## src/rtl/phys_free_list.sv

```systemverilog
// Physical-register free list for rename: speculative head, retirement head and tail over a circular buffer.
// Optional same-cycle release-to-allocate bypass on an empty list: define FREELIST_BYPASS_EN.
module phys_free_list #(
   parameter int NUM_ARCH_REGS = 16,
   parameter int NUM_PHYS_REGS = 32,
   parameter int PREG_W        = 5,
   parameter int DEPTH         = NUM_PHYS_REGS - NUM_ARCH_REGS
) (
   input  logic                     clk,
   input  logic                     reset,
   input  logic                     alloc_req,
   output logic                     alloc_valid,
   output logic [PREG_W-1:0]        alloc_preg,
   input  logic                     rel_valid,
   input  logic [PREG_W-1:0]        rel_preg,
   input  logic                     commit_valid,
   input  logic                     flush,
   output logic [$clog2(DEPTH):0]   free_count,
   output logic                     overflow_err
);

   localparam int IDX_W = $clog2(DEPTH);
   localparam int PTR_W = IDX_W + 1;

   logic [PREG_W-1:0] mem [DEPTH];
   logic [PTR_W-1:0]  spec_head;
   logic [PTR_W-1:0]  retire_head;
   logic [PTR_W-1:0]  tail;

   logic [PTR_W-1:0]  count;
   logic              empty;
   logic              full;
   logic              bypass;
   logic              grant;
   logic              rel_accept;
   logic [PTR_W-1:0]  retire_next;

   assign count = tail - spec_head;
   assign empty = (count == '0);
   assign full  = (count == PTR_W'(DEPTH));

`ifdef FREELIST_BYPASS_EN
   assign bypass = empty & rel_valid & alloc_req;
`else
   assign bypass = 1'b0;
`endif

   assign alloc_valid = ~empty | bypass;
   assign alloc_preg  = bypass ? rel_preg : mem[spec_head[IDX_W-1:0]];
   assign free_count  = count;

   assign grant       = alloc_req & alloc_valid & ~flush;
   // When full, a same-cycle grant frees the slot the release overwrites (tail and spec_head share an index).
   assign rel_accept  = rel_valid & (~full | grant);
   assign retire_next = retire_head + PTR_W'(commit_valid);

   always_ff @(posedge clk) begin
      if (reset) begin
         for (int unsigned i = 0; i < DEPTH; i++) begin
            mem[i] <= PREG_W'(NUM_ARCH_REGS + i);
         end
         spec_head    <= '0;
         retire_head  <= '0;
         tail         <= PTR_W'(DEPTH);
         overflow_err <= 1'b0;
      end else begin
         if (rel_accept) begin
            mem[tail[IDX_W-1:0]] <= rel_preg;
            tail                 <= tail + 1'b1;
         end
         if (rel_valid && !rel_accept) begin
            overflow_err <= 1'b1;
         end
         retire_head <= retire_next;
         if (flush) begin
            spec_head <= retire_next;
         end else if (grant) begin
            spec_head <= spec_head + 1'b1;
         end
      end
   end

endmodule

```

## config.mk

```make
export PLATFORM = sky130hd
export DESIGN_NAME = phys_free_list
export DESIGN_NICKNAME = d
export VERILOG_FILES = /design/src/rtl/phys_free_list.sv
export SDC_FILE = /design/constraint.sdc
export NUM_CORES = 1
export LEC_CHECK = 0
export ABC_CLOCK_PERIOD_IN_PS = 7150
export CELL_PAD_IN_SITES_DETAIL_PLACEMENT = 0
export CELL_PAD_IN_SITES_GLOBAL_PLACEMENT = 1
export CORE_MARGIN = 5
export CORE_UTILIZATION = 54
export DETAILED_ROUTE_END_ITERATION = 16
export GPL_TIMING_DRIVEN = 0
export PLACE_DENSITY = 0.9
export SYNTH_ARGS = -nofsm -noshare
export SYNTH_HDL_FRONTEND = slang
export SYNTH_SLANG_ARGS = --single-unit
```

## constraint.sdc

```tcl
create_clock -name clk -period 7.15 [get_ports clk]
set_input_delay 1.43 -clock clk [delete_from_list [all_inputs] [get_ports clk]]
set_output_delay 1.43 -clock clk [all_outputs]
set_load 0.005 [all_outputs]
```

==> impl_metrics.csv, run 1 <==
group,metric,value,unit
synth,ys_ff_latch,100,
synth,yosysTopAreaCellShare,47.57,%
synth,synth_area,5050,um2
worst_hold_path,min_path_type,"register to register",
clock_network,clkSinkCount,100,
global_route,antenna_found_initial,0,
sta,rsz0062_at_grt,"false",
synth,syn_nets,428,
clock_network,cts_made_buffers,9,
clock_network,clk_latency,370,ps
drt,drtIter0Drc,370,
clock_network,post_cts_buffers,0,
sta,finalClockSkew,13.56,ps
synth,synth.distinct_cells,52,
synth,yosys.cell_count.top_type,"edfxtp_1",
synth,ys_seq_area_share,55.50,%
sta,finalSetupViolations,0,
drt,routedWlPerCell,23.22,um
drt,drt-vias-per-instance,6.685,
critical_path,r2r_slack,3820,ps
clock_network,clk_pin_slew,100,ps
placed_design,port_buffers,21,
clock_network,cts_tree,"yes",
drt,vias,3697,
clock_network,htree_num_levels,3,
placed_design,globalplace.congestion,0.9083,
sta,fmax,225.8,MHz
critical_path,crit_type,"register to output pin",
sta,tightest_slew,1090,ps
run,maxCapViolations,0,
die,rows,35,
sta,maxSlewViolCount,0,
sta,tns,0,ps
critical_path,arrival,3000,ps
drt,wl,12840,um
run_status,status,"finished, final reports clean",
worst_hold_path,min_from,"overflow_err",
die,die-width,106.7,um
sta,layout_setup_ws,2720,ps
cells_and_area,syn2layout_area_growth,11.17,%
synth,async_flop_share,0,%
clock_network,ctsHoldBuffers,0,
critical_path,worstPathMaxFanout,8,
global_route,gr-total-overflow,0,
synth,postSynthCellCount,405,
synth,synth.avg_cell_area,12.47,um2
critical_path,path_cells,"inv_1 > ha_1 > inv_1 > fa_1 > xnor2_2 > inv_2 > a211o_4 > a22oi_4 > inv_2 > clkdlybuf4s50_1",
global_route,grt_pass1_vias,3485,
die,fp.dieH,106.7,um
power,ir_worst_vdd,0.1300,mV
cells_and_area,drive_gt1_share,15.38,%
synth,synth_common_cells,"edfxtp_1 (80), nand3_1 (45), nor3_1 (31)",
synth,synth_area_leader_cell,"edfxtp_1",
critical_path,cp.required,5720,ps
worst_hold_path,hold_path_depth,2,
power,power_density,235.5,nW/um2
critical_path,endpoint_kind,"output pin",
die,initial_core_util,54.91,%
sta,hold_viol_final,0,
clock_network,post_cts_resized,0,
die,core,9196,um2
synth,synthFlopType,"edfxtp_1",
cells_and_area,diodes,0,
critical_path,cp_slowest_stage_delay,450,ps
critical_path,rr_endpoint,"mem[11][1]",
global_route,grt_pass1_wl,20130,um
critical_path,start_kind,"register",
die,dieArea,11390,um2
global_route,grt_usage,23.56,%
critical_path,cp_slowest_cell,"clkdlybuf4s50_1",
sta,period_share,61.95,%
power,p_leak,1.689,nW
worst_hold_path,hold-path-endpoint,"overflow_err",
placed_design,dp_hpwl,9458,um
die,ios,23,
sta,slew_headroom,26.73,%
placed_design,pre_cts_ws,3120,ps
cells_and_area,regArea,2803,um2
drt,ant_nets,0,
critical_path,reg2reg_depth,11,
critical_path,crit-reg2reg-launch,"tail[0]",
drt,dr.pass1.iters,5,
clock_network,clockRootBuffer,"clkbuf_8",
cells_and_area,fill_cells,733,
drt,drc,0,
sta,finalCriticalPeriod,4430,ps
synth,synth.area.top_cells,"edfxtp_1 (48%), mux4_2 (11%), dfxtp_1 (7.9%)",
clock_network,clock_path_buffers,2,
cells_and_area,multi_input_area,2043,um2
global_route,grt_max_degree,20,
cells_and_area,nets,460,
synth,yosys_warnings,0,
synth,synth-edff-count,80,
## power breakdown
part           internal, mW  switching [mW]  total (mW)  leakage, nW
Clock                 0.170           0.218       0.389        0.105
Combinational         0.115           0.162       0.277        0.760
Sequential            0.647          0.0105       0.657        0.824
## through the flow
| step | area [um2] | hold slack (ps) | cells | utilization (%) | power [mW] |
|---|---|---|---|---|---|
| 2_1_floorplan | 5050 | 460.5 | 405 | - | 0.8469 |
| 5_1_grt | 5614 | 552.9 | 553 | 61.05 | 1.369 |
| 4_1_cts | 5614 | 496.5 | 553 | 61.05 | 1.319 |
| 6_report | 5614 | 490.9 | 553 | 61.05 | 1.322 |
| 3_3_place_gp | 5399 | 457.4 | 537 | 58.71 | 0.9392 |
| 3_5_place_dp | 5399 | 463.7 | 537 | 58.71 | 0.9440 |
## cells by family (layout without fill, tap and decap cells)
kind of cell	Yosys count	in the layout	share of synthesized area, %
AND/OR/NAND/NOR	171	171	17.47
buffers and inverters	46	83	4.039
flip-flops	100	100	55.50
XOR/XNOR	6	6	1.189
adder cells (fa/ha/maj)	12	12	3.122
multiplexers	29	29	11.99
AO/OA/AOI/OAI	41	41	6.690
## critical path: cells and delay by family, from the launching register on
family	cells	cell delay, ps
compound gates	2	590
xor+xnor	1	250
fa+ha+maj	2	600
buf+inv	5	830
flops	1	360
## cell usage in the layout (no fill, tap or decap), drive strengths merged, types with 17 or more instances in the layout
cell            n
inv            17
clkdlybuf4s50  21
edfxtp         80
buf            19
mux4           25
nand3          45
dfxtp          20
nand2          21
nor3           31
nand4          18
nor2           25
clkbuf         21
## routing by layer
layer  GRT usage, %  share of wire (%)
met5              0                  0
met4          6.210                1.9
met3          6.321                9.5
met2          36.38                 47
met1          33.32                 42
## how the worst max path moves through the flow
stage	end	slack, ps	startpoint
floorplan	alloc_valid	3770	tail[0]
global placement	alloc_valid	3140	tail[0]
detailed placement	alloc_valid	3120	tail[0]
CTS	alloc_valid	2720	tail[0]
global route	alloc_valid	2520	tail[0]
finish	alloc_valid	2720	tail[0]
## registers in the layout, indices dropped and copies added (netlist names), named ones only
signal,cells
retire_head,5
mem,80
overflow_err,1
tail,5
spec_head,5
## area by class of cell
| type | count | share of cell area, % |
|---|---|---|
| clock inverters | 7 | 1.627 |
| flip-flops and latches | 100 | 49.92 |
| inverters | 15 | 1.003 |
| repair buffers | 21 | 3.744 |
| multi-input cells | 259 | 36.39 |
| plain buffers | 31 | 2.630 |
| clock buffers | 9 | 2.206 |
| well taps | 111 | 2.474 |
Note: power is estimated with default switching activity, not from simulation.
==> inputs of run 2 (changes only) <==
Settings changed: ABC_CLOCK_PERIOD_IN_PS 7150 to 4200, CORE_UTILIZATION 54 to 50, PLACE_DENSITY 0.9 to 0.85.
Clock period 7.15 ns to 4.2 ns, I/O delays scaled along.
==> run 2 against run 1 <==
  * Critical path depth stayed put
  * Die area increased by 7.2%
  * Register-to-register slack lost 3000 ps
==> impl_metrics.csv, run 2 (synthesis results as in run 1) <==
group,metric,value,unit
cells_and_area,regArea,2803,um2
power,seq_power_share,48.6,%
global_route,grt_usage,21.98,%
cells_and_area,largest_reg_flops,80,
global_route,use_met1,30.12,%
drt,drt-vias-per-instance,6.318,
die,fp.dieH,110.5,um
global_route,grt_pass1_wl,20770,um
sta,period_share,91.54,%
die,ios,23,
cells_and_area,fin_area,5657,um2
placed_design,globalplace.congestion,0.8851,
die,initial_core_util,51.43,%
critical_path,cp_slowest_stage_delay,450,ps
cells_and_area,layout_commonest_cell,"edfxtp_1",
drt,wl,13040,um
sta,finalSetupViolations,0,
clock_network,clk_latency,370,ps
clock_network,htree_num_levels,3,
clock_network,clock_path_buffers,2,
sta,maxSlewViolCount,0,
cells_and_area,most-common-layout-cells,"edfxtp_1 (80), nand3_1 (45), nor3_1 (31)",
clock_network,cts_made_buffers,9,
power,p_int,1.642,mW
clock_network,clk_pin_slew,100,ps
clock_network,ctsHoldBuffers,0,
cells_and_area,multi_input_area,2043,um2
cells_and_area,largest-register,"mem",
power,clkPwrFrac,30.9,%
sta,tns,0,ps
cells_and_area,diodes,0,
global_route,use_met3,5.525,%
drt,drtIter0Drc,360,
clock_network,clkSinkCount,100,
sta,tightest_slew,1048,ps
power,swShare,28.66,%
clock_network,post_cts_buffers,0,
worst_hold_path,min_path_type,"register to register",
drt,vias,3633,
die,dieArea,12210,um2
drt,routedWlPerCell,22.68,um
critical_path,worstPathMaxFanout,8,
critical_path,path_cells,"inv_1 > ha_1 > inv_1 > fa_1 > xnor2_2 > inv_2 > a211o_4 > a22oi_4 > inv_2 > clkdlybuf4s50_1",
critical_path,crit_type,"register to output pin",
drt,ant_nets,0,
global_route,antenna_found_initial,2,
global_route,grtUsageMet2,33.82,%
critical_path,cp_slowest_cell,"clkdlybuf4s50_1",
power,ir_worst_vdd,0.2311,mV
global_route,gr-total-overflow,0,
cells_and_area,nets,460,
cells_and_area,drive_gt1_share,15.38,%
sta,slew_headroom,29.56,%
drt,dr.pass1.iters,5,
die,core,9819,um2
critical_path,arrival,3000,ps
clock_network,cts_tree,"yes",
global_route,top_usage_layer,"met2",
critical_path,start_kind,"register",
run_status,status,"finished, final reports clean",
power,switchingPower,659.6,uW
placed_design,placed_area,5426,um2
power,power_density,406.8,nW/um2
global_route,grt_pass1_vias,3634,
critical_path,cp_num_buf_inv,5,
clock_network,post_cts_resized,0,
sta,finalClockSkew,11.15,ps
sta,finalCriticalPeriod,3845,ps
power,pwr-share-comb,20.5,%
cells_and_area,fill_cells,879,
die,rows,36,
drt,drc,0,
critical_path,critPathTopFamily,"buffers and inverters",
sta,rsz0062_at_grt,"false",
placed_design,dp_hpwl,9738,um
sta,hold_viol_final,0,
run,maxCapViolations,0,
clock_network,clockRootBuffer,"clkbuf_8",
cells_and_area,syn2layout_area_growth,12.02,%
power,p_leak,1.694,nW
placed_design,port_buffers,21,
sta,fmax,260.1,MHz
critical_path,endpoint_kind,"output pin",
die,die-width,110.5,um
global_route,grt_max_degree,19,
critical_path,cp.required,3360,ps
## run 2: cell types whose count changed in the layout (fill, tap and decap cells not counted)
cell and change:
bufinv_16 +1, clkinv_4 -1, clkinv_8 -1, clkinvlp_4 +1, inv_6 -1, inv_8 +1
## run 2: final timing paths
path | startpoint | to | depth (start not counted) | slack, ps
setup / recovery | tail[0] | alloc_valid | 10 | 360
hold / removal | overflow_err | overflow_err | 2 | 490
setup reg to reg | tail[0] | mem[11][3] | 11 | 810
hold reg to reg | overflow_err | overflow_err | 2 | 490
## run 2: layout make-up
cell class	count	area share [%]
Clock inverter	7	1.880
Tap cell	133	2.942
Sequential cell	100	49.55
Inverter	15	0.9954
Buffer	31	2.610
Timing Repair Buffer	21	3.716
Multi-Input combinational cell	259	36.12
Clock buffer	9	2.190
## run 2: worst reg2reg max path, delay by kind of cell, from the launching register on
family,cells,cell delay [ps]
adders and majority gates,2,600
and+or+nand+nor,3,420
buffers and inverters,4,560
xor gates and xnor gates,1,190
DFF,1,360
AOI/OAI and AO/OA,1,870
## run 2: per-layer routing
metal,share of wire [%],vias up
li1,-,1643
met1,42,1766
met2,47,196
met3,8.5,24
met4,2.7,4
met5,0.21,-
## run 2: metrics by stage
step / utilization (%) / hold WS [ps] / setup WS (ps) / std cells / power, mW
detailed placement: 55.26 / 467.4 / 716.2 / 559 / 1.610
global route: 57.61 / 577.7 / 165.5 / 575 / 2.395
global placement: 55.26 / 460.8 / 772.6 / 559 / 1.601
CTS: 57.61 / 497.2 / 340.0 / 575 / 2.301
floorplan: - / 460.5 / 1409 / 405 / 1.442
finish: 57.61 / 488.2 / 355.2 / 575 / 2.301
## run 2: power groups by stage
stage                     Sequential [mW]  Clock [mW]  Combinational (mW)
after floorplan                      1.13           0               0.307
after global placement               1.14           0               0.461
after detailed placement             1.14           0               0.468
after CTS                            1.12       0.711               0.471
after global routing                 1.12       0.761               0.511
final                                1.12       0.711               0.472
